`src/rtl/dffn_async_bist_driver_if.sv`:
```
// Bus between the negative-edge flop self-test driver and its harness.
// The driver takes the slave view (it consumes START and the flop's Q and
// produces the flop stimulus plus status); the harness takes the master view.
interface dffn_async_bist_driver_if;
    logic       START;
    logic       DUT_Q;
    logic       DUT_CLKN;
    logic       DUT_D;
    logic       DUT_RN;
    logic       DUT_SETN;
    logic       BUSY;
    logic       DONE;
    logic       PASS;
    logic [7:0] ERR_CNT;
    logic [3:0] FAIL_STEP;

    modport master (
        output START, DUT_Q,
        input  DUT_CLKN, DUT_D, DUT_RN, DUT_SETN, BUSY, DONE, PASS, ERR_CNT, FAIL_STEP
    );

    modport slave (
        input  START, DUT_Q,
        output DUT_CLKN, DUT_D, DUT_RN, DUT_SETN, BUSY, DONE, PASS, ERR_CNT, FAIL_STEP
    );
endinterface

```
`src/rtl/dffn_async_bist_driver.sv`:
```
// Self-test driver/checker for a negative-edge D flop with active-low async
// reset and set. Each loop walks six steps of four phases: P0 drives the
// step's D/RN/SETN, P1/P2 produce an optional falling then rising DUT_CLKN,
// P3 samples DUT_Q. The sampled value is scored on the following edge.
// The phase counter leads the registered DUT_* outputs by one cycle, so the
// P3 sample is taken one full cycle after the last stimulus change.
module dffn_async_bist_driver #(
    parameter int unsigned LOOPS = 4
) (
    input  logic                      CLK,
    input  logic                      RN,
    dffn_async_bist_driver_if.slave   bus
);

    typedef enum logic [1:0] {
        ST_IDLE = 2'd0,
        ST_RUN  = 2'd1,
        ST_FIN  = 2'd2
    } state_t;

    typedef struct packed {
        logic d;
        logic rn;
        logic setn;
        logic clocked;
        logic exp;
    } step_t;

    localparam logic [7:0] LAST_LOOP = 8'(LOOPS - 1);
    localparam logic [2:0] LAST_STEP = 3'd5;
    localparam logic [3:0] NO_FAIL   = 4'hF;

    // Stimulus and expected Q for step s; dsel is bit 0 of the loop index,
    // which alternates the data polarity of the two clocked-data steps.
    function automatic step_t step_vec(input logic [2:0] s, input logic dsel);
        step_t v;
        v      = '0;
        v.rn   = 1'b1;
        v.setn = 1'b1;
        case (s)
            3'd0: v.rn = 1'b0;
            3'd1: begin
                v.d       = ~dsel;
                v.clocked = 1'b1;
                v.exp     = ~dsel;
            end
            3'd2: begin
                v.d       = dsel;
                v.clocked = 1'b1;
                v.exp     = dsel;
            end
            3'd3: begin
                v.setn = 1'b0;
                v.exp  = 1'b1;
            end
            3'd4: v.clocked = 1'b1;
            3'd5: v.d = 1'b1;
            default: v = v;
        endcase
        return v;
    endfunction

    // Error counter increment that sticks at 255 instead of wrapping.
    function automatic logic [7:0] sat_inc(input logic [7:0] v);
        return (v == 8'hFF) ? v : v + 8'd1;
    endfunction

    state_t     state_q,     state_d;
    logic [7:0] loop_q,      loop_d;
    logic [2:0] step_q,      step_d;
    logic [1:0] phase_q,     phase_d;
    logic       drain_q,     drain_d;
    logic       cmp_vld_q,   cmp_vld_d;
    logic       q_smp_q,     q_smp_d;
    logic       exp_q,       exp_d;
    logic [2:0] cmp_step_q,  cmp_step_d;
    logic       dut_clkn_q,  dut_clkn_d;
    logic       dut_d_q,     dut_d_d;
    logic       dut_rn_q,    dut_rn_d;
    logic       dut_setn_q,  dut_setn_d;
    logic       busy_q,      busy_d;
    logic       done_q,      done_d;
    logic       pass_q,      pass_d;
    logic [7:0] err_cnt_q,   err_cnt_d;
    logic [3:0] fail_step_q, fail_step_d;

    step_t      cur;
    logic [7:0] err_next;
    logic [3:0] fail_next;

    // Next-state, sequencing, stimulus and scoring for the whole driver.
    always_comb begin
        state_d     = state_q;
        loop_d      = loop_q;
        step_d      = step_q;
        phase_d     = phase_q;
        drain_d     = drain_q;
        cmp_vld_d   = 1'b0;
        q_smp_d     = q_smp_q;
        exp_d       = exp_q;
        cmp_step_d  = cmp_step_q;
        dut_clkn_d  = dut_clkn_q;
        dut_d_d     = dut_d_q;
        dut_rn_d    = dut_rn_q;
        dut_setn_d  = dut_setn_q;
        busy_d      = busy_q;
        done_d      = done_q;
        pass_d      = pass_q;

        cur = step_vec(step_q, loop_q[0]);

        // Score the sample taken on the previous edge.
        err_next  = err_cnt_q;
        fail_next = fail_step_q;
        if (cmp_vld_q && (q_smp_q != exp_q)) begin
            err_next = sat_inc(err_cnt_q);
            if (fail_step_q == NO_FAIL) begin
                fail_next = {1'b0, cmp_step_q};
            end
        end
        err_cnt_d   = err_next;
        fail_step_d = fail_next;

        case (state_q)
            ST_IDLE, ST_FIN: begin
                dut_clkn_d = 1'b1;
                dut_d_d    = 1'b0;
                dut_rn_d   = 1'b1;
                dut_setn_d = 1'b1;
                busy_d     = 1'b0;
                if (bus.START) begin
                    state_d     = ST_RUN;
                    loop_d      = 8'd0;
                    step_d      = 3'd0;
                    phase_d     = 2'd0;
                    drain_d     = 1'b0;
                    err_cnt_d   = 8'd0;
                    fail_step_d = NO_FAIL;
                    done_d      = 1'b0;
                    pass_d      = 1'b0;
                end
            end
            ST_RUN: begin
                busy_d = 1'b1;
                if (drain_q) begin
                    // Final sample is scored on this edge; publish the result.
                    state_d    = ST_FIN;
                    busy_d     = 1'b0;
                    done_d     = 1'b1;
                    pass_d     = (err_next == 8'd0);
                    dut_clkn_d = 1'b1;
                    dut_d_d    = 1'b0;
                    dut_rn_d   = 1'b1;
                    dut_setn_d = 1'b1;
                end else begin
                    case (phase_q)
                        2'd0: begin
                            dut_d_d    = cur.d;
                            dut_rn_d   = cur.rn;
                            dut_setn_d = cur.setn;
                        end
                        2'd1: dut_clkn_d = ~cur.clocked;
                        2'd2: dut_clkn_d = 1'b1;
                        default: begin
                            cmp_vld_d  = 1'b1;
                            q_smp_d    = bus.DUT_Q;
                            exp_d      = cur.exp;
                            cmp_step_d = step_q;
                        end
                    endcase

                    if (phase_q == 2'd3) begin
                        phase_d = 2'd0;
                        if (step_q == LAST_STEP) begin
                            step_d = 3'd0;
                            if (loop_q == LAST_LOOP) begin
                                drain_d = 1'b1;
                            end else begin
                                loop_d = loop_q + 8'd1;
                            end
                        end else begin
                            step_d = step_q + 3'd1;
                        end
                    end else begin
                        phase_d = phase_q + 2'd1;
                    end
                end
            end
            default: state_d = ST_IDLE;
        endcase
    end

    // State and output registers; RN low abandons any run and parks the flop in reset.
    always_ff @(posedge CLK or negedge RN) begin
        if (!RN) begin
            state_q     <= ST_IDLE;
            loop_q      <= 8'd0;
            step_q      <= 3'd0;
            phase_q     <= 2'd0;
            drain_q     <= 1'b0;
            cmp_vld_q   <= 1'b0;
            q_smp_q     <= 1'b0;
            exp_q       <= 1'b0;
            cmp_step_q  <= 3'd0;
            dut_clkn_q  <= 1'b1;
            dut_d_q     <= 1'b0;
            dut_rn_q    <= 1'b0;
            dut_setn_q  <= 1'b1;
            busy_q      <= 1'b0;
            done_q      <= 1'b0;
            pass_q      <= 1'b0;
            err_cnt_q   <= 8'd0;
            fail_step_q <= NO_FAIL;
        end else begin
            state_q     <= state_d;
            loop_q      <= loop_d;
            step_q      <= step_d;
            phase_q     <= phase_d;
            drain_q     <= drain_d;
            cmp_vld_q   <= cmp_vld_d;
            q_smp_q     <= q_smp_d;
            exp_q       <= exp_d;
            cmp_step_q  <= cmp_step_d;
            dut_clkn_q  <= dut_clkn_d;
            dut_d_q     <= dut_d_d;
            dut_rn_q    <= dut_rn_d;
            dut_setn_q  <= dut_setn_d;
            busy_q      <= busy_d;
            done_q      <= done_d;
            pass_q      <= pass_d;
            err_cnt_q   <= err_cnt_d;
            fail_step_q <= fail_step_d;
        end
    end

    assign bus.DUT_CLKN  = dut_clkn_q;
    assign bus.DUT_D     = dut_d_q;
    assign bus.DUT_RN    = dut_rn_q;
    assign bus.DUT_SETN  = dut_setn_q;
    assign bus.BUSY      = busy_q;
    assign bus.DONE      = done_q;
    assign bus.PASS      = pass_q;
    assign bus.ERR_CNT   = err_cnt_q;
    assign bus.FAIL_STEP = fail_step_q;

endmodule

```
`src/flat_wrapper.sv`:
```
// flat-port wrapper written by rule: the top's interface ports become plain ports
module dffn_async_bist_driver_flat 
#(
    parameter int unsigned LOOPS = 4
)
  (CLK, RN, bus_START, bus_DUT_Q, bus_DUT_CLKN, bus_DUT_D, bus_DUT_RN, bus_DUT_SETN, bus_BUSY, bus_DONE, bus_PASS, bus_ERR_CNT, bus_FAIL_STEP);
  dffn_async_bist_driver_if bus_i ();
  input  logic CLK;
  input  logic RN;
  input wire logic [$bits(bus_i.START)-1:0] bus_START;
  input wire logic [$bits(bus_i.DUT_Q)-1:0] bus_DUT_Q;
  output wire logic [$bits(bus_i.DUT_CLKN)-1:0] bus_DUT_CLKN;
  output wire logic [$bits(bus_i.DUT_D)-1:0] bus_DUT_D;
  output wire logic [$bits(bus_i.DUT_RN)-1:0] bus_DUT_RN;
  output wire logic [$bits(bus_i.DUT_SETN)-1:0] bus_DUT_SETN;
  output wire logic [$bits(bus_i.BUSY)-1:0] bus_BUSY;
  output wire logic [$bits(bus_i.DONE)-1:0] bus_DONE;
  output wire logic [$bits(bus_i.PASS)-1:0] bus_PASS;
  output wire logic [$bits(bus_i.ERR_CNT)-1:0] bus_ERR_CNT;
  output wire logic [$bits(bus_i.FAIL_STEP)-1:0] bus_FAIL_STEP;
  assign bus_i.START = bus_START;
  assign bus_i.DUT_Q = bus_DUT_Q;
  assign bus_DUT_CLKN = bus_i.DUT_CLKN;
  assign bus_DUT_D = bus_i.DUT_D;
  assign bus_DUT_RN = bus_i.DUT_RN;
  assign bus_DUT_SETN = bus_i.DUT_SETN;
  assign bus_BUSY = bus_i.BUSY;
  assign bus_DONE = bus_i.DONE;
  assign bus_PASS = bus_i.PASS;
  assign bus_ERR_CNT = bus_i.ERR_CNT;
  assign bus_FAIL_STEP = bus_i.FAIL_STEP;
  dffn_async_bist_driver #(.LOOPS(LOOPS)) u_core (.CLK(CLK), .RN(RN), .bus(bus_i));
endmodule
```
`config.mk`:
```
export PLATFORM = sky130hd
export DESIGN_NAME = dffn_async_bist_driver_flat
export DESIGN_NICKNAME = d
export VERILOG_FILES = /design/src/rtl/dffn_async_bist_driver_if.sv /design/src/rtl/dffn_async_bist_driver.sv /design/src/flat_wrapper.sv
export SDC_FILE = /design/constraint.sdc
export NUM_CORES = 1
export LEC_CHECK = 0
export CORE_ASPECT_RATIO = 2
export CORE_MARGIN = 3
export CORE_UTILIZATION = 53
export DETAILED_ROUTE_END_ITERATION = 12
export DONT_BUFFER_PORTS = 1
export GPL_TIMING_DRIVEN = 0
export PLACE_DENSITY = 0.73
export SYNTH_ARGS = -nofsm -noshare
export SYNTH_HDL_FRONTEND = slang
export SYNTH_SLANG_ARGS = --single-unit
```
`constraint.sdc`:
```
create_clock -name CLK -period 4.9 [get_ports CLK]
set_input_delay 0.735 -clock CLK [delete_from_list [all_inputs] [get_ports CLK]]
set_output_delay 0.735 -clock CLK [all_outputs]
set_load 0.01 [all_outputs]
```
* Yosys cells after proc, flatten, opt, wreduce, memory -nomap -nowiden *
Index checks and enable logic that the tools add are counted.
W data, S select, Z words.

word-level totals
  bits of input ports = 4
  output and inout port bits = 19
  register bits after elaboration = 41
  logic and storage cells = 124

operators by class
  reductions and logical operators = 18
  add/sub/neg operators = 4
  mux-type cells = 58
  equal/unequal tests = 22
  bitwise operators = 4

operator list
  operator               number
  $mux W8                9
  $mux W1                21
  $pmux W1 S2            9
  $add A8 B1 Y8 const B  2
  $mux W4                4
  $pmux W8 S2            1
  $mux W3                4
  $mux W2                5
  $reduce_and A3 Y1      3
  $eq A8 B2 Y1 const B   1
  $eq A8 B8 Y1 const B   1
  $logic_not A8 Y1       1
  $pmux W2 S2            2
  $reduce_and A2 Y1      4
  $eq A2 B2 Y1 const B   3
  $eq A3 B2 Y1 const B   2
  $eq A3 B3 Y1 const B   2
  $ne A2 B1 Y1 const B   3
  $ne A2 B2 Y1 const B   3
  $pmux W1 S3            2
  $pmux W3 S2            1
  $reduce_and A6 Y1      1
  $reduce_or A3 Y1       2
  $eq A2 B1 Y1 const B   2
  14 further kinds       18

* Longest topological paths before layout *
Gate-level depths: netlist (run 1).

  depth in word-level cells = 7
  mapped depth = 7

* Worst setup path before layout (run 1) *
Ideal clock, no wire load.

  path type = register -> register
  start = reg u_core.err_cnt_q[0] (netlist: u_core.bus.ERR_CNT[0])
  end = reg u_core.pass_q (netlist: u_core.bus.PASS)
  path slack = 3.054 ns
  clock period less this slack = 1.846 ns
  arrival time = 1.755 ns
  required time = 4.808 ns
  cell stages (with the launch flop) = 7
  path buffers = 0
  library setup time = 0.092 ns
  cells stage by stage = dfrtp_1 ha_1 nand2_1 o311ai_4 nor3b_2 o2111ai_1 o31ai_2

between the ends
  word-level cells in the longest chain between the ends = 6
  elaborated cells on any way between the ends = 7
  classes of those cells = add/sub (1); eq/ne (1); mux (4); reduce/logical (1)

RTL lines
  item                                                  RTL line                       text
  from (decl)                                           dffn_async_bist_driver.sv:84   logic [7:0] err_cnt_q, err_cnt_d;
  from (signal assigned)                                dffn_async_bist_driver.sv:231  err_cnt_q <= err_cnt_d;
  $add A8 B1 Y8 / $eq A8 B8 Y1 (equally long branches)  dffn_async_bist_driver.sv:65   return (v == 8'hFF) ? v : v + 8'd1;
  $mux W8                                               dffn_async_bist_driver.sv:65
  $mux W8 *                                             dffn_async_bist_driver.sv:115  if (cmp_vld_q && (q_smp_q != exp_q)) begin
  $logic_not A8 Y1 *                                    dffn_async_bist_driver.sv:150  pass_d = (err_next == 8'd0);
  $mux W1 *                                             dffn_async_bist_driver.sv:145  if (drain_q) begin
  $pmux W1 S2 *                                         dffn_async_bist_driver.sv:124  case (state_q)
  to (signal assigned)                                  dffn_async_bist_driver.sv:230  pass_q <= pass_d;
  to (decl)                                             dffn_async_bist_driver.sv:83   logic pass_q, pass_d;

Every way passes the cells marked *; elsewhere a longest branch is shown, timed or not. The select of a mux whose other input is x is not followed.
A chain may end at the register's enable or synchronous reset.

* Worst setup path in the final report (run 1) *
Ends and elaborated chain as after synthesis.

==> results of run 1 <==
[area by class of cell]
class,instances,area share (%)
Clock buffer,5,2.86
Sequential cell,41,43.0
Multi-Input combinational cell,166,47.0
Buffer,10,2.65
Tap cell,52,2.71
Clock inverter,3,0.728
Inverter,7,1.09
[power breakdown]
part | total, W | switching [W] | internal [W] | leakage [nW]
Clock | 0.000219 | 0.000121 | 0.0000983 | 0.0439
Combinational | 0.000403 | 0.000222 | 0.000181 | 0.507
Sequential | 0.000563 | 0.000116 | 0.000447 | 0.517
Total | 0.00119 | 0.000459 | 0.000726 | 1.07
[cells by family after synthesis]
group / Yosys count
and+or+nand+nor: 93
AOI/OAI and AO/OA: 49
DFF: 41
buffers and inverters: 17
xor gates and xnor gates: 11
adders and majority gates: 7
muxes: 6
[per-layer routing]
metal  vias up  global-route usage (%)  share of wire, %
met2        31                    36.9                56
met3        10                    4.27               3.1
met1       823                    22.0                38
met4         0                    10.5               2.1
met5         -                       0                 0
li1        813                       -                 -
[layout by cell type (no fill, tap or decap), drive strengths merged, types with 3 or more instances in the layout]
cell,Yosys,final
and3,6,6
o2111ai,4,4
ha,7,7
nand3,7,7
nand2,25,25
o211ai,4,4
inv,7,7
nor4b,3,3
nand2b,5,5
nor3b,3,3
nor3,6,6
xor2,9,9
a21oi,6,6
nor2,20,20
mux2,4,4
dfstp,6,6
o31ai,3,3
clkbuf,6,11
dfrtp,35,35
o21ai,18,18
and2,4,4
buf,4,4
[registers in the layout, indices dropped and copies added, names as in the netlist]
name	flops
u_core.bus.BUSY	1
u_core.bus.DONE	1
u_core.bus.DUT_CLKN	1
u_core.bus.DUT_D	1
u_core.bus.DUT_RN	1
u_core.bus.DUT_SETN	1
u_core.bus.ERR_CNT	8
u_core.bus.FAIL_STEP	4
u_core.bus.PASS	1
u_core.cmp_step_q	3
u_core.cmp_vld_q	1
u_core.drain_q	1
u_core.exp_q	1
u_core.loop_q	8
u_core.phase_q	2
u_core.q_smp_q	1
u_core.state_q	2
u_core.step_q	3
[worst max-delay path by stage]
stage | from | to | slack (ns) | depth (start not counted)
after floorplan | u_core.bus.ERR_CNT[0] | u_core.bus.PASS | 3.05 | 6
final | u_core.bus.ERR_CNT[0] | u_core.bus.PASS | 2.76 | 6
after detailed placement | u_core.bus.ERR_CNT[0] | u_core.bus.PASS | 2.76 | 6
after CTS | u_core.bus.ERR_CNT[0] | u_core.bus.PASS | 2.74 | 6
after global routing | u_core.bus.ERR_CNT[0] | u_core.bus.PASS | 2.60 | 6
after global placement | u_core.bus.ERR_CNT[0] | u_core.bus.PASS | 2.81 | 6
[per-stage QoR]
step	util [%]	area, um^2	std cells
detailed placement	56.7	2320	276
floorplan	-	2250	224
finish	58.8	2400	284
global placement	56.7	2320	276
CTS	58.8	2400	284
global route	58.8	2400	284
==> flow_metrics.env, run 1 <==
export IMPL_core_area_um2=4090
export IMPL_synth_xor_area_share_pct=4.61
export IMPL_timing_max_slew_rel_slack_pct=59.6
export IMPL_p_leak_nw=1.07
export IMPL_n_antenna_cell=0
export IMPL_via_count_of_the_first_global_routing_pass=1747
export IMPL_initialDrtViolationCount=31
export IMPL_synth_mux_area_fraction_pct=2.89
export IMPL_post_cts_repair_setup_buffers=0
export IMPL_yosys_top_cells_area="sky130_fd_sc_hd__dfrtp_1, sky130_fd_sc_hd__dfstp_2, sky130_fd_sc_hd__o21ai_0, sky130_fd_sc_hd__nand2_1, sky130_fd_sc_hd__ha_1"
export IMPL_hold_worst_slack_ns=0.124
export IMPL_buffer_ports_inserted=0
export IMPL_grt_start_max_net_pins=42
export IMPL_cts_max_level=2
export IMPL_seqCellArea_um2=1030
export IMPL_synthMostInstantiatedCell="sky130_fd_sc_hd__dfrtp_1"
export IMPL_timing_critical_path_slowest_stage_cell="sky130_fd_sc_hd__dfrtp_1"
export IMPL_outcome="completed"
export IMPL_yosys_register_bits=41
export IMPL_wire_per_inst_um=16.4
export IMPL_die_h_um=98.2
export IMPL_path_delay_family="compound AO/OA/AOI/OAI gates"
export IMPL_netlist_cell_type_count=54
export IMPL_min_delay_path_class="input pin to async pin"
export IMPL_final_hold_violation_count=0
export IMPL_largest_family_of_logic_cells_by_synthesized_area="simple AND/OR/NAND/NOR gates"
export IMPL_crit_path_start_kind="register"
export IMPL_multi_input_comb_area_um2=1130
export IMPL_cts_root_buf="sky130_fd_sc_hd__clkbuf_8"
export IMPL_synthesis_nets=235
export IMPL_setup_reg_to_reg_worst_slack_ns=2.76
export IMPL_timing_critical_path_fanout_max=8
export IMPL_grt_pass1_wl_um=8020
export IMPL_synth_commonest_cells="sky130_fd_sc_hd__dfrtp_1, sky130_fd_sc_hd__nand2_1, sky130_fd_sc_hd__nor2_1"
export IMPL_cp_peak_stage_delay_ns=0.54
export IMPL_worst_endpoint_required_ns=5.11
export IMPL_synth_yosys_warnings=0
export IMPL_worst_r2r_cell_count=6
export IMPL_die_width_um=52.1
export IMPL_post_synth_fa_ha_maj_area_fraction_pct=3.89
export IMPL_synth_top_area_share_pct=38.9
export IMPL_num_nets_final=242
export IMPL_syn_cell_area_um2=2250
export IMPL_cts_reportedPaths_clkPinSlew_ns=0.08
export IMPL_dieArea_um2=5120
export IMPL_finalWorstPathRequiredPeriod_ns=2.14
export IMPL_endpoint_of_the_worst_register_to_register_path="u_core.bus.PASS"
export IMPL_tns_ns=0
export IMPL_rr_startpoint="u_core.bus.ERR_CNT[0]"
export IMPL_route_antenna_remaining_nets=0
export IMPL_dpl_worst_slack_ns=2.76
export IMPL_tritoncts="yes"
export IMPL_gpl_final_weighted_congestion=0.760
export IMPL_start_util_pct=55.1
export IMPL_fmax_mhz=466
export IMPL_detailroute_via_count=1677
export IMPL_timing_critical_path_cells="ha_1 > nand2_1 > o311ai_4 > nor3b_2 > o2111ai_1 > o31ai_2"
export IMPL_postSynthCellCount=224
export IMPL_clkLatencyLatePin_ns=0.30
export IMPL_share_of_flip_flops_with_an_asynchronous_set_or_reset_pct=100
export IMPL_total_power_w=0.00119
export IMPL_vdd_drop_max_uv=313
export IMPL_synth_area_in_compound_gates_pct=16.2
export IMPL_syn_mean_instance_area_um2=10.1
export IMPL_synth_yosys_seq_area_share_pct=45.9
export IMPL_placement_rows=33
export IMPL_io_pin_count=23
export IMPL_finalSetupViolations=0
export IMPL_post_route_drc_count=0
export IMPL_rsz0062_at_grt="no"
export IMPL_drive_above_1_share_pct=16.4
export IMPL_avgViaCountPerCell=5.90
export IMPL_drt_wl_total_um=4650
export IMPL_yosys_area_share_simple_pct=22.5
export IMPL_global_route_overflow_total=0
export IMPL_fillers=354
export IMPL_signal_arrival_time_at_the_worst_endpoint_ns=2.35
export IMPL_area_growth_syn_to_layout_pct=6.72
export IMPL_power_density_cell_area_nw_per_um2=493
export IMPL_place_detailed_hpwl_um=3370
export IMPL_initial_antenna_violation_count=0
export IMPL_cp_buffers_inverters=0
export IMPL_dr_pass1_iters=4
export IMPL_cts_buffer_depth=2
export IMPL_grt_overall_usage_pct=20.8
export IMPL_worst_slack_ns=2.76
export IMPL_post_route_period_util_pct=43.8
export IMPL_worst_slew_pin_transition_ns=0.597
export IMPL_numCtsBuffers=5
export IMPL_synth_enable_flop_cells=0
export IMPL_synth_largest_area_cell="sky130_fd_sc_hd__dfrtp_1"
export IMPL_crit_path_end_kind="register"
export IMPL_timing_final_max_slew_violations=0
export IMPL_synth_ff_type="sky130_fd_sc_hd__dfrtp_1"
export IMPL_holdBufCountCts=0
export IMPL_number_of_cells_upsized_or_downsized_after_cts=0
export IMPL_drv_max_cap_violation_count=0
export IMPL_cts_sinks=41
export IMPL_clock_skew_ns=0.00923
export IMPL_crit_type="register to register"
No activity file was read; power rests on OpenSTA's default activity.
==> run 2: changes to the inputs <==
Settings changed: PLACE_DENSITY 0.73 to 0.76.
Clock period 4.9 ns to 1.79 ns, I/O delays scaled along.
==> run 2 against run 1 <==
Against the previous run:
- the run now ends with setup timing left
- global-route usage up 0.68 points
- cell count up 2.8%
- highest routed layer unchanged
- design area up 11%
- first-iteration DRC count up 84%
==> flow_metrics.env, run 2 (same netlist as run 1, synthesis figures left out) <==
export IMPL_avgViaCountPerCell=5.77
export IMPL_cts_root_buf="sky130_fd_sc_hd__clkbuf_8"
export IMPL_topRoutingLayerUsed="met4"
export IMPL_post_route_drc_count=0
export IMPL_worst_r2r_cell_count=6
export IMPL_outcome="finished, violations left"
export IMPL_timing_critical_path_cells="ha_4 > nand2_4 > o311ai_4 > buf_4 > or3_2 > a21oi_1"
export IMPL_timing_max_slew_rel_slack_pct=66.3
export IMPL_timing_final_max_slew_violations=0
export IMPL_worst_slew_pin_transition_ns=0.502
export IMPL_worst_slack_ns=-0.0176
export IMPL_grt_overall_usage_pct=21.5
export IMPL_met3_wirelength_um=139
export IMPL_final_common_cell="sky130_fd_sc_hd__dfrtp_1"
export IMPL_cp_buffers_inverters=1
export IMPL_swShare_pct=37.1
export IMPL_die_width_um=52.1
export IMPL_p_leak_nw=1.18
export IMPL_tns_ns=-0.0176
export IMPL_n_antenna_cell=0
export IMPL_cts_max_level=2
export IMPL_dpl_worst_slack_ns=-0.287
export IMPL_wire_per_inst_um=17.2
export IMPL_setup_reg_to_reg_worst_slack_ns=-0.02
export IMPL_vdd_drop_max_uv=936
export IMPL_fmax_mhz=553
export IMPL_power_frac_clock_pct=23.3
export IMPL_hold_worst_slack_ns=0.0415
export IMPL_gpl_final_weighted_congestion=0.750
export IMPL_cts_buffer_depth=2
export IMPL_num_nets_final=250
export IMPL_path_delay_family="simple AND/OR/NAND/NOR gates"
export IMPL_layout_core_utilization_pct=65.3
export IMPL_commonest_non_fill_non_tap_cells_in_the_layout="sky130_fd_sc_hd__dfrtp_1, sky130_fd_sc_hd__nand2_1, sky130_fd_sc_hd__nor2_1"
export IMPL_power_density_cell_area_nw_per_um2=1450
export IMPL_min_delay_path_class="input pin to register"
export IMPL_finalSetupViolations=1
export IMPL_grt_start_max_net_pins=42
export IMPL_buffer_ports_inserted=0
export IMPL_place_detailed_hpwl_um=3410
export IMPL_io_pin_count=23
export IMPL_share_comb_of_total_power_pct=35.4
export IMPL_internal_power_w=0.00243
export IMPL_post_route_period_util_pct=101
export IMPL_wl_met1_um=1880
export IMPL_die_h_um=98.2
export IMPL_dieArea_um2=5120
export IMPL_worst_endpoint_required_ns=2.00
export IMPL_core_area_um2=4090
export IMPL_cp_peak_stage_delay_ns=0.50
export IMPL_crit_path_end_kind="register"
export IMPL_numCtsBuffers=5
export IMPL_fillers=302
export IMPL_timing_critical_path_slowest_stage_cell="sky130_fd_sc_hd__dfrtp_2"
export IMPL_via_count_of_the_first_global_routing_pass=1699
export IMPL_global_route_overflow_total=0
export IMPL_cts_sinks=41
export IMPL_initial_antenna_violation_count=0
export IMPL_clock_skew_ns=0.0105
export IMPL_timing_hold_worst_start="bus_START"
export IMPL_crit_type="register to register"
export IMPL_timing_critical_path_fanout_max=8
export IMPL_cts_reportedPaths_clkPinSlew_ns=0.08
export IMPL_detailroute_via_count=1685
export IMPL_signal_arrival_time_at_the_worst_endpoint_ns=2.02
export IMPL_grt_pass1_wl_um=8210
export IMPL_clkLatencyLatePin_ns=0.30
export IMPL_route_antenna_remaining_nets=0
export IMPL_area_growth_syn_to_layout_pct=18.5
export IMPL_finalWorstPathRequiredPeriod_ns=1.81
export IMPL_tritoncts="yes"
export IMPL_initialDrtViolationCount=57
export IMPL_power_net_switching_w=0.00143
export IMPL_drt_wl_total_um=5020
export IMPL_rsz0062_at_grt="yes"
export IMPL_hold_path_endpoint="u_core.state_q[1]"
export IMPL_seq_power_share_pct=41.3
export IMPL_drive_above_1_share_pct=27.1
export IMPL_dr_pass1_iters=4
export IMPL_endpoint_of_the_worst_register_to_register_path="u_core.bus.ERR_CNT[3]"
export IMPL_rr_startpoint="u_core.bus.ERR_CNT[0]"
export IMPL_violations="setup timing"
export IMPL_final_hold_violation_count=0
export IMPL_drv_max_cap_violation_count=0
export IMPL_start_util_pct=55.1
export IMPL_placement_rows=33
export IMPL_crit_path_start_kind="register"
export IMPL_met2_wirelength_um=2880
export IMPL_worstHoldPathCells=1
==> run 2: layer usage <==
layer | GRT usage [%] | up-vias
li1 | - | 825
met1 | 23.4 | 826
met2 | 38.3 | 25
met3 | 3.97 | 9
met4 | 9.70 | 0
met5 | 0 | -
==> run 2: stage by stage <==
| step | power [W] | cell area (um^2) | cells |
|---|---|---|---|
| 5_1_grt | 0.00412 | 2670 | 292 |
| 2_1_floorplan | 0.00240 | 2250 | 224 |
| 6_report | 0.00386 | 2670 | 292 |
| 3_3_place_gp | 0.00264 | 2320 | 276 |
| 4_1_cts | 0.00371 | 2560 | 287 |
| 3_5_place_dp | 0.00268 | 2320 | 276 |
==> run 2: layout make-up <==
class                      count  area (um^2)  share of cell area [%]
clock inverter                 3         68.8                    2.58
tap                           52         65.1                    2.44
sequential                    41         1040                    38.9
inverter                       7         26.3                   0.984
timing repair buffer           8         75.1                    2.81
multi-input combinational    166         1260                    47.1
clock buffer                   5         68.8                    2.58
buffer                        10         67.6                    2.53
==> run 2: how the worst max path moves through the flow <==
stage                                      from                    end  depth (start not counted)
after floorplan           u_core.bus.ERR_CNT[1]        u_core.bus.PASS                          6
after global routing      u_core.bus.ERR_CNT[0]        u_core.bus.PASS                          6
after CTS                      u_core.loop_q[0]       u_core.loop_q[5]                          6
after detailed placement       u_core.loop_q[0]       u_core.loop_q[5]                          6
final                     u_core.bus.ERR_CNT[0]  u_core.bus.ERR_CNT[3]                          6
after global placement    u_core.bus.ERR_CNT[1]        u_core.bus.PASS                          6
==> run 2: power groups by stage <==
| stage | clock (W) | sequential (W) | combinational, W |
|---|---|---|---|
| 6_report | 0.000900 | 0.00159 | 0.00137 |
| 3_5_place_dp | 0 | 0.00156 | 0.00111 |
| 4_1_cts | 0.000915 | 0.00157 | 0.00123 |
| 3_3_place_gp | 0 | 0.00155 | 0.00109 |
| 2_1_floorplan | 0 | 0.00149 | 0.000903 |
| 5_1_grt | 0.000957 | 0.00163 | 0.00154 |
==> run 2: repair_timing <==
| item | 4_1_cts | 5_1_grt |
|---|---|---|
| setup buffers | 1 | 5 |
| endpoints found under the hold margin | 41 | 0 |
| hold buffers | 2 | 0 |
| pin swaps | 4 | 6 |
| gates resized for setup | 12 | 21 |
| endpoints found under the setup margin | 14 | 21 |
==> run 3: changes to the inputs <==
Settings changed: CORE_MARGIN 3 to unset.
==> run 3 against run 2 <==
Against the previous run:
- the flow still finishes with violations (setup timing)
- via count up 5.1%
- routed wire length increased by 3.5%
- clock power down 30%
- design area fell by 2.1%
- clock-buffer cell count stayed put
- first-iteration DRC count fell by 12%
- hold slack worse by 0.0099 ns
- die area shrank 11%
- sequential share of layout area is 0.87 points higher
- core utilization is 1.3 points lower
- largest cell class unchanged
==> flow_metrics.env, run 3 (same netlist as run 1, synthesis figures left out) <==
export IMPL_die_width_um=48.1
export IMPL_swShare_pct=40.5
export IMPL_timing_final_max_slew_violations=0
export IMPL_fillers=328
export IMPL_fmax_mhz=547
export IMPL_share_comb_of_total_power_pct=37.8
export IMPL_timing_critical_path_fanout_max=8
export IMPL_global_route_overflow_total=0
export IMPL_drive_above_1_share_pct=27.4
export IMPL_p_leak_nw=1.15
export IMPL_dr_pass1_iters=7
export IMPL_grt_pass1_wl_um=7660
export IMPL_via_count_of_the_first_global_routing_pass=1754
export IMPL_hold_worst_slack_ns=0.0316
export IMPL_grt_start_max_net_pins=42
export IMPL_crit_type="register to register"
export IMPL_initial_antenna_violation_count=0
export IMPL_drt_wl_total_um=5200
export IMPL_worst_r2r_cell_count=6
export IMPL_timing_critical_path_cells="ha_4 > nand2_4 > o311ai_4 > nor3b_2 > o2111ai_2 > o31ai_2"
export IMPL_die_h_um=94.2
export IMPL_power_net_switching_w=0.00146
export IMPL_power_frac_clock_pct=17.5
export IMPL_area_growth_syn_to_layout_pct=16.0
export IMPL_post_route_drc_count=0
export IMPL_wire_per_inst_um=17.7
export IMPL_cts_max_level=2
export IMPL_crit_path_start_kind="register"
export IMPL_worstHoldPathCells=1
export IMPL_core_area_um2=4090
export IMPL_cts_root_buf="sky130_fd_sc_hd__clkbuf_8"
export IMPL_power_density_cell_area_nw_per_um2=1380
export IMPL_rsz0062_at_grt="yes"
export IMPL_grt_most_used_layer="met2"
export IMPL_num_nets_final=251
export IMPL_post_route_period_util_pct=102
export IMPL_dpl_worst_slack_ns=-0.255
export IMPL_total_power_w=0.00361
export IMPL_drv_max_cap_violation_count=0
export IMPL_route_antenna_remaining_nets=0
export IMPL_signal_arrival_time_at_the_worst_endpoint_ns=2.05
export IMPL_placement_rows=33
export IMPL_initialDrtViolationCount=50
export IMPL_grt_overall_usage_pct=24.0
export IMPL_gpl_final_weighted_congestion=0.797
export IMPL_dieArea_um2=4530
export IMPL_worst_endpoint_required_ns=2.01
export IMPL_final_hold_violation_count=0
export IMPL_commonest_non_fill_non_tap_cells_in_the_layout="sky130_fd_sc_hd__dfrtp_1, sky130_fd_sc_hd__nand2_1, sky130_fd_sc_hd__nor2_1"
export IMPL_start_util_pct=55.1
export IMPL_timing_max_slew_rel_slack_pct=66.4
export IMPL_clkLatencyLatePin_ns=0.30
export IMPL_cts_sinks=41
export IMPL_seq_power_share_pct=44.7
export IMPL_cts_reportedPaths_clkPinSlew_ns=0.09
export IMPL_crit_path_end_kind="register"
export IMPL_internal_power_w=0.00215
export IMPL_use_met3_pct=4.62
export IMPL_place_detailed_hpwl_um=3390
export IMPL_worst_slew_pin_transition_ns=0.500
export IMPL_min_delay_path_class="input pin to register"
export IMPL_finalWorstPathRequiredPeriod_ns=1.83
export IMPL_final_common_cell="sky130_fd_sc_hd__dfrtp_1"
export IMPL_tritoncts="yes"
export IMPL_cts_buffer_depth=2
export IMPL_worst_slack_ns=-0.0380
export IMPL_detailroute_via_count=1771
export IMPL_avgViaCountPerCell=6.04
export IMPL_numCtsBuffers=5
export IMPL_finalSetupViolations=1
export IMPL_n_antenna_cell=0
export IMPL_timing_critical_path_slowest_stage_cell="sky130_fd_sc_hd__dfrtp_2"
export IMPL_cp_peak_stage_delay_ns=0.51
export IMPL_grt_use_met2_pct=42.9
export IMPL_vdd_drop_max_uv=838
export IMPL_clock_skew_ns=0.0153
export IMPL_outcome="finished, violations left"
export IMPL_grt_met1_usage_pct=24.0
export IMPL_violations="setup timing"
export IMPL_io_pin_count=23
export IMPL_buffer_ports_inserted=0
[run 3: final cells by class]
cell class	count	area [um^2]	area share (%)
Tap cell	52	65.1	2.49
Sequential cell	41	1040	39.8
Clock inverter	3	25.0	0.957
Buffer	10	65.1	2.49
Inverter	7	26.3	1.00
Timing Repair Buffer	9	86.3	3.30
Clock buffer	5	68.8	2.63
Multi-Input combinational cell	166	1240	47.3
[run 3: power by group through the flow]
stage	clock network [W]	logic (W)	registers (W)
floorplan	0	0.000903	0.00149
global placement	0	0.00108	0.00155
detailed placement	0	0.00111	0.00157
CTS	0.000638	0.00123	0.00158
global route	0.000683	0.00153	0.00164
finish	0.000630	0.00136	0.00161
[run 3: per-stage QoR]
step	TNS [ns]	instances	instance area, um^2	util [%]
finish	-0.0380	293	2620	64.0
global route	-0.327	293	2620	64.0
CTS	-0.00453	288	2520	61.8
detailed placement	-2.05	276	2320	56.7
global placement	-1.45	276	2320	56.7
floorplan	0	224	2250	-
[run 3: per-layer routing]
| metal | routed length, um | up-vias |
|---|---|---|
| li1 | - | 822 |
| met1 | 1960 | 902 |
| met2 | 2940 | 34 |
| met3 | 131 | 13 |
| met4 | 170 | 0 |
| met5 | 0 | - |
[run 3: worst max-delay path, delay by kind of cell (launching register included)]
| kind | cells | cell delay (ns) |
|---|---|---|
| AOI/OAI and AO/OA | 3 | 0.70 |
| and+or+nand+nor | 2 | 0.33 |
| adders and majority gates | 1 | 0.21 |
| DFF | 1 | 0.51 |
[run 3: final timing paths]
kind                                         start                      end  slack, ns
setup reg to reg             u_core.bus.ERR_CNT[0]          u_core.bus.PASS      -0.04
hold reg to reg            u_core.bus.FAIL_STEP[3]  u_core.bus.FAIL_STEP[3]       0.51
hold / removal                           bus_START        u_core.state_q[1]       0.03
setup / recovery             u_core.bus.ERR_CNT[0]          u_core.bus.PASS      -0.04
max in group asynchronous                       RN  u_core.bus.FAIL_STEP[1]       1.10
min in group asynchronous                       RN     u_core.cmp_step_q[2]       0.43
[run 3: timing repair]
item / 4_1_cts / 5_1_grt
gates resized for setup: 12 / 16
endpoints found under the setup margin: 18 / 17
endpoints found under the hold margin: 41 / 0
setup buffers: 2 / 5
pin swaps: 1 / 6
hold buffers: 2 / 0
